[src/rtl/hazard_sequencer.sv]
// hazard_sequencer: central stall/flush controller for the two-stage
// fetch/decode -> execute/memory pipeline. One FSM sequences load-use
// bubbles, multi-cycle memory waits (with timeout) and branch/JAL redirects.
//
// Optional build macro: HAZARD_PERF_CNT_EN
//   defined   -> stallCount/flushCount are saturating 16-bit event counters
//   undefined -> both outputs are tied to zero
module hazard_sequencer #(
    parameter logic [3:0] OP1_LW      = 4'b1001,
    parameter logic [3:0] OP1_BR      = 4'b0010,
    parameter logic [3:0] OP1_JAL     = 4'b1011,
    parameter int         MEM_TIMEOUT = 8
) (
    input  logic        clk,
    input  logic        reset,
    input  logic [3:0]  idRdIndex1,
    input  logic [3:0]  idRdIndex2,
    input  logic        idUsesRd1,
    input  logic        idUsesRd2,
    input  logic [3:0]  exWrtIndex,
    input  logic        exRegWrEn,
    input  logic [3:0]  exInstType,
    input  logic        exBrTaken,
    input  logic        exIsLoad,
    input  logic        exIsStore,
    input  logic        memAck,
    output logic        stallF,
    output logic        stallD,
    output logic        holdE,
    output logic        bubbleE,
    output logic        flushD,
    output logic        memErr,
    output logic [1:0]  seqState,
    output logic [15:0] stallCount,
    output logic [15:0] flushCount
);

    typedef enum logic [1:0] {
        ST_RUN      = 2'd0,
        ST_LOAD_USE = 2'd1,
        ST_MEM_WAIT = 2'd2,
        ST_RECOVER  = 2'd3
    } state_t;

    localparam logic [7:0] TIMEOUT_CNT = 8'(MEM_TIMEOUT);

    state_t     r_state;
    state_t     w_state_next;
    logic [7:0] r_wait_cnt;
    logic [7:0] w_wait_cnt_next;
    // Low for the first cycle after reset so outputs stay quiet until the
    // FSM has had one clean evaluation point.
    logic       r_armed;

    logic w_redirect;
    logic w_mem_op;
    logic w_load_use;
    logic w_rd1_hit;
    logic w_rd2_hit;

    assign w_redirect = (exInstType == OP1_JAL) ||
                        ((exInstType == OP1_BR) && exBrTaken);
    assign w_mem_op   = (exIsLoad || exIsStore) && !memAck;
    assign w_rd1_hit  = idUsesRd1 && (exWrtIndex == idRdIndex1);
    assign w_rd2_hit  = idUsesRd2 && (exWrtIndex == idRdIndex2);
    assign w_load_use = exRegWrEn && (exInstType == OP1_LW) &&
                        (exWrtIndex != 4'd0) && (w_rd1_hit || w_rd2_hit);

    assign seqState = r_state;

    // Next-state and control-output decode from current state and inputs
    always_comb begin
        w_state_next    = r_state;
        w_wait_cnt_next = r_wait_cnt;
        stallF          = 1'b0;
        stallD          = 1'b0;
        holdE           = 1'b0;
        bubbleE         = 1'b0;
        flushD          = 1'b0;
        memErr          = 1'b0;
        if (!reset && r_armed) begin
            case (r_state)
                ST_RUN: begin
                    if (w_redirect) begin
                        flushD       = 1'b1;
                        w_state_next = ST_RECOVER;
                    end else if (w_mem_op) begin
                        stallF          = 1'b1;
                        stallD          = 1'b1;
                        holdE           = 1'b1;
                        w_state_next    = ST_MEM_WAIT;
                        w_wait_cnt_next = 8'd1;
                    end else if (w_load_use) begin
                        stallF       = 1'b1;
                        stallD       = 1'b1;
                        bubbleE      = 1'b1;
                        w_state_next = ST_LOAD_USE;
                    end
                end
                ST_LOAD_USE: begin
                    // The bubble cycle never re-detects load-use, but a memory
                    // access now in execute still has to be waited on.
                    if (w_mem_op) begin
                        stallF          = 1'b1;
                        stallD          = 1'b1;
                        holdE           = 1'b1;
                        w_state_next    = ST_MEM_WAIT;
                        w_wait_cnt_next = 8'd1;
                    end else begin
                        w_state_next = ST_RUN;
                    end
                end
                ST_MEM_WAIT: begin
                    if (memAck) begin
                        w_state_next = ST_RUN;
                    end else if (r_wait_cnt >= TIMEOUT_CNT) begin
                        memErr       = 1'b1;
                        w_state_next = ST_RUN;
                    end else begin
                        stallF          = 1'b1;
                        stallD          = 1'b1;
                        holdE           = 1'b1;
                        w_wait_cnt_next = r_wait_cnt + 8'd1;
                    end
                end
                default: begin
                    // RECOVER: the refetched instruction is not checked
                    // against the squashed one.
                    w_state_next = ST_RUN;
                end
            endcase
        end
    end

    // State, wait counter and arm flag registers
    always_ff @(posedge clk) begin
        if (reset) begin
            r_state    <= ST_RUN;
            r_wait_cnt <= 8'd0;
            r_armed    <= 1'b0;
        end else begin
            r_state    <= w_state_next;
            r_wait_cnt <= w_wait_cnt_next;
            r_armed    <= 1'b1;
        end
    end

`ifdef HAZARD_PERF_CNT_EN
    logic [15:0] r_stall_cnt;
    logic [15:0] r_flush_cnt;

    // Saturating stall/flush event counters
    always_ff @(posedge clk) begin
        if (reset) begin
            r_stall_cnt <= 16'd0;
            r_flush_cnt <= 16'd0;
        end else begin
            if (stallF && (r_stall_cnt != 16'hFFFF)) begin
                r_stall_cnt <= r_stall_cnt + 16'd1;
            end
            if (flushD && (r_flush_cnt != 16'hFFFF)) begin
                r_flush_cnt <= r_flush_cnt + 16'd1;
            end
        end
    end

    assign stallCount = r_stall_cnt;
    assign flushCount = r_flush_cnt;
`else
    assign stallCount = 16'd0;
    assign flushCount = 16'd0;
`endif

endmodule

[config.mk]
export PLATFORM = sky130hd
export DESIGN_NAME = hazard_sequencer
export DESIGN_NICKNAME = d
export VERILOG_FILES = /design/src/rtl/hazard_sequencer.sv
export SDC_FILE = /design/constraint.sdc
export NUM_CORES = 1
export LEC_CHECK = 0
export ABC_AREA = 1
export CAP_MARGIN = 10
export CORE_MARGIN = 2
export CORE_UTILIZATION = 37
export DETAILED_ROUTE_END_ITERATION = 6
export PLACE_DENSITY = 0.88
export SYNTH_ARGS = -nofsm -noshare
export SYNTH_HDL_FRONTEND = slang
export SYNTH_SLANG_ARGS = --single-unit
[constraint.sdc]
create_clock -name clk -period 2 [get_ports clk]
set_clock_uncertainty 0.15 [all_clocks]
set_input_delay 0.4 -clock clk [delete_from_list [all_inputs] [get_ports clk]]
set_output_delay 0.4 -clock clk [all_outputs]
set_load 0.02 [all_outputs]
# Yosys cells after proc, flatten, opt, wreduce, memory -nomap -nowiden
# Cells that the tools add are included.
[totals] regBits=11 latchBits=0 ram_bits=0 rom_bits=0 inputBits=25 output_inout_bits=40 elab_cells=70 memories=0
[classes] add_sub_neg=1 multipliers=0 div=0 n_lt_le_gt_ge=1 eq_ne=12 n_shift=0 mux=35 bitwise=0 reduce_logical=18
[op_table] op="$mux W8" count=4
[op_table] op="$pmux W8 S3" count=1
[op_table] op="$mux W1" count=21
[op_table] op="$mux W2" count=6
[op_table] op="$add A8 B1 Y8 const B" count=1
[op_table] op="$eq A4 B4 Y1" count=2
[op_table] op="$eq A4 B4 Y1 const B" count=2
[op_table] op="$ge A8 B4 Y1 const B" count=1
[op_table] op="$logic_and A1 B1 Y1" count=8
[op_table] op="$ne A2 B2 Y1 const B" count=3
[op_table] op="$pmux W1 S3" count=2
[op_table] op="$pmux W2 S3" count=1
[op_table] op="$reduce_and A5 Y1" count=1
[op_table] op="$eq A4 B2 Y1 const B" count=1
[op_table] op="$ne A4 B4 Y1 const B" count=1
[op_table] op="$reduce_bool A4 Y1" count=1
[op_table] op="$logic_or A1 B1 Y1" count=3
[op_table] op="$ne A3 B3 Y1 const B" count=1
[op_table] op="$reduce_and A3 Y1" count=1
[op_table] op="$reduce_bool A3 Y1" count=1
[op_table] op="$eq A2 B1 Y1 const B" count=1
[op_table] op="$eq A2 B2 Y1 const B" count=1
[op_table] op="$logic_not A1 Y1" count=2
[op_table] op="$logic_not A2 Y1" count=1

# Logic depth before layout (Yosys ltp)
[depth] depth_word=9 mapped_depth=12 ltp_nobuf=12

# Worst setup path after synthesis
# No wires, ideal clock.
[synth_timing] path_type="register to output" from="register r_state[1], in the netlist seqState[1]" to="output port stallF" arrival_ns=1.539 t_required_ns=1.450 slack_ns=-0.089 stages_incl_launch_ff=6 n_path_buf=1 cell_sequence="dfxtp_1 -> nand2_2 -> nor3_4 -> nor2_2 -> a21oi_1 -> buf_4"
[synth_via] elab_chain_len=3 elab_cells_between_ends=5 classes_between="eq/ne: 2; mux: 2; reduce/logical: 1"
[synth_lines] element="start, declared" line="47" source="state_t r_state;"
[synth_lines] element="start signal, assigned" line="142" source="r_state <= w_state_next;"
[synth_lines] element="$eq A2 B2 Y1 (tied with other cells)"
[synth_lines] element="$pmux W1 S3 *"
[synth_lines] element="$mux W1 *"
[synth_lines] element="end, declared" line="27" source="output logic stallF,"
# Mark *: on every way between the ends. The rest lies on a longest branch, timed or not.

# Worst setup path after layout
[layout_timing] from="input port idRdIndex2[2]" to="output port stallF"
[layout_via] elab_chain_len=9
[layout_lines] element="start, declared" line="17" source="input logic [3:0] idRdIndex2,"
[layout_lines] element="$eq A4 B4 Y1" line="65" source="assign w_rd2_hit = idUsesRd2 && (exWrtIndex == idRdIndex2);"
[layout_lines] element="$logic_and A1 B1 Y1" line="65"
[layout_lines] element="$logic_or A1 B1 Y1" line="67" source="(exWrtIndex != 4'd0) && (w_rd1_hit || w_rd2_hit);"
[layout_lines] element="$logic_and A1 B1 Y1" line="67"
[layout_lines] element="$mux W1" line="93" source="end else if (w_load_use) begin"
[layout_lines] element="$mux W1" line="87" source="end else if (w_mem_op) begin"
[layout_lines] element="$mux W1" line="84" source="if (w_redirect) begin"
[layout_lines] element="$pmux W1 S3" line="82" source="case (r_state)"
[layout_lines] element="$mux W1" line="81" source="if (!reset && r_armed) begin"
# Every way passes these cells.

==> impl_results.md <==
- Status: complete, no violations
- Simple-gate portion of the synthesized area: 0.382
- Die W: 57.6 microns
- Distinct cells, synth: 24
- FF+latch count, synth: 11
- Crit path buf inv count: 2
- Critical path arrival: 1440 ps
- H-tree lvl count: 1
- Clock transition at path regs: 60 ps
- CTS Sinks: 11
- Setup violations, final: 0
- Via count: 1058
- Dpl cells: 245
- Die height: 57.6 microns
- Port Buf Inserts: 32
- Setup WS pre-CTS: -845 ps
- CTS tree: done
- Largest family of logic cells by synthesized area: simple AND/OR/NAND/NOR gates
- Top cell by count, worst path: nand2_2
- WS Path Type: in2out
- Ratio of cells with drive above 1 in the final layout: 0.359
- Pin count of the biggest net entering global routing: 9
- DRC viols: 0
- Min Tclk post-route: 1990 ps
- Global-route wire length before repair: 3880 microns
- CP endpoint kind: output pin
- Synthesized-area fraction occupied by adder cells: 0.0236
- Clock buffer depth: 2
- Hpwl dp: 1870 microns
- Synth Area in Compound Gates: 0.0459
- Layout area overhead: 41.8%
- Final period util: 0.993
- Core box area: 2730 sq um
- Hold Path Class: reg2reg
- Initial Util: 0.389
- Power per cell area: 434 nW/um^2
- First DRT Iteration DRCs: 14
- Initial antenna violation count: 0
- Final setup margin: 13.8 ps
- Via density: 4.17
- Final core occ: 0.551
- Gr ovfl total: 0
- R2R Setup Slk: 440 ps
- RD Place Congestion: 0.806
- RSZ-0062 raised after global routing: yes
- Xor and xnor area share after synthesis: 0.0330
- Antenna viol nets, final: 0
- Worst-path cell chain: clkdlybuf4s15_1 > xnor2_2 > nand3_1 > nand2_1 > nand2_2 > nand2_2 > nand3_2 > a21oi_2 > buf_4
- Worst path max stage delay: 220 ps
- Cell Area, Placed: 1420 sq um
- Peak VDD IR: 442 uV
- Drt pass-1 iters: 4
- Avg WL per Cell: 9.20 microns
- Syn_area_per_cell: 6.32 sq um
- Max-slew violations: 0
- GR Util All Layers: 0.147
- Vias in the first global route: 970
- Worst-Skew Late Latency: 260 ps
- CP startpoint kind: primary input
- CP Max Fanout: 3
- Root Buffer: clkbuf_4
- # hold bufs at CTS: 0
- Mux share of post-synthesis cell area: 0
- Total CTS buffers: 3
- Cells after Synth: 168
- CP top delay family: buffers and inverters
- Die footprint: 3320 sq um
- Routed wire length: 2340 microns
- Fmax: 0.503 GHz
- Leak pwr: 0.814 nW
- WP data required: 1450 ps
- Ports: 65
- Nets: 251
- Post-Syn Area: 1060 sq um
- Fin cells: 254
- Register area share after synthesis: 0.207
- Row Count: 19
- Tot Pwr: 655 uW
- Hold Fails Final Rpt: 0
- Diode count: 0
- Synthesis Warnings: 0
- # Max-Cap Violations: 0
- Crit path max-delay cell type: clkdlybuf4s15_1
- Design area: 1510 sq um
[worst paths after layout]
kind,cells after the start,startpoint,end
worst min-delay path,2,r_wait_cnt[7],r_wait_cnt[7]
worst max-delay path,9,idRdIndex2[2],stallF
worst max register to register,10,r_wait_cnt[4],seqState[0]
worst min register to register,2,r_wait_cnt[7],r_wait_cnt[7]
[cells in the mapped netlist]
master    instances  area (sq um)
nand2_1          39           146
buf_4            33           248
nor2_1           27           101
inv_1            17          63.8
dfxtp_1          11           220
nand3_1           9          45.0
a21oi_1           5          25.0
nand2_2           3          18.8
nor2_2            3          18.8
xnor2_1           3          26.3
ha_1              2          25.0
inv_2             2          7.51
nand4_1           2          12.5
nor4_1            2          12.5
a21o_1            1          7.51
buf_2             1          5.00
conb_1            1          3.75
nand2_4           1          11.3
nand3_2           1          10.0
nand3b_1          1          7.51
nor3_1            1          5.00
nor3_4            1          16.3
o21ai_4           1          16.3
xor2_1            1          8.76
[tightest hold or removal path, stage by stage, from the launching register on]
cell	delay [ps]
dfxtp_2	320
nand2_1	60
nor2_1	30
[state kept, by name (all words and copies together) (netlist names)]
name and count:
r_armed 1, seqState 2, r_wait_cnt 8
[timing repair]
| action | CTS | global route |
|---|---|---|
| pin swaps | 32 | 31 |
| resized for setup | 100 | 31 |
| endpoints found under the setup margin | 6 | 4 |
| setup buffers | 4 | 1 |
[kinds of logic after synthesis]
family / after synthesis
compound gates: 7
flops: 11
other cells: 1
simple gates: 90
buf+inv: 53
xor+xnor: 4
fa+ha+maj: 2
[where the power goes]
| part | total [mW] | internal (mW) | switching [mW] |
|---|---|---|---|
| Sequential | 0.232 | 0.226 | 0.00611 |
| Combinational | 0.280 | 0.114 | 0.166 |
| Clock | 0.142 | 0.0770 | 0.0654 |
| Total | 0.655 | 0.417 | 0.238 |
[cells in the final DEF, fill, tap and decap left out, types with 8 or more instances in the layout]
master and count:
buf_2 8, buf_4 25, conb_1 32, dfxtp_1 9, dlygate4sd2_1 8, inv_1 10, nand2_1 32, nand2_2 10
nand3_1 8, nor2_1 24
[metal layers]
metal | wire, microns | up-vias | track usage
met2 | 1280 | 33 | 0.269
li1 | - | 561 | -
met4 | 56 | 0 | 0.0731
met5 | 0 | - | 0
met3 | 115 | 6 | 0.0113
met1 | 882 | 458 | 0.168
[stage by stage]
stage                     setup TNS [ps]  hold WS (ps)
after floorplan                    -2.12           268
after global placement             -4120           275
after detailed placement           -4360           277
after CTS                           -103           289
after global routing                -333           307
final                                  0           292
[layout make-up]
type / instances / area (sq um)
Tap cell: 31 / 38.8
Inverter: 19 / 78.8
Clock buffer: 4 / 26.3
Timing Repair Buffer: 54 / 437
Multi-Input combinational cell: 135 / 703
Sequential cell: 11 / 223
Fill cell: 277 / 1230
(Power assumes the default switching activity.)
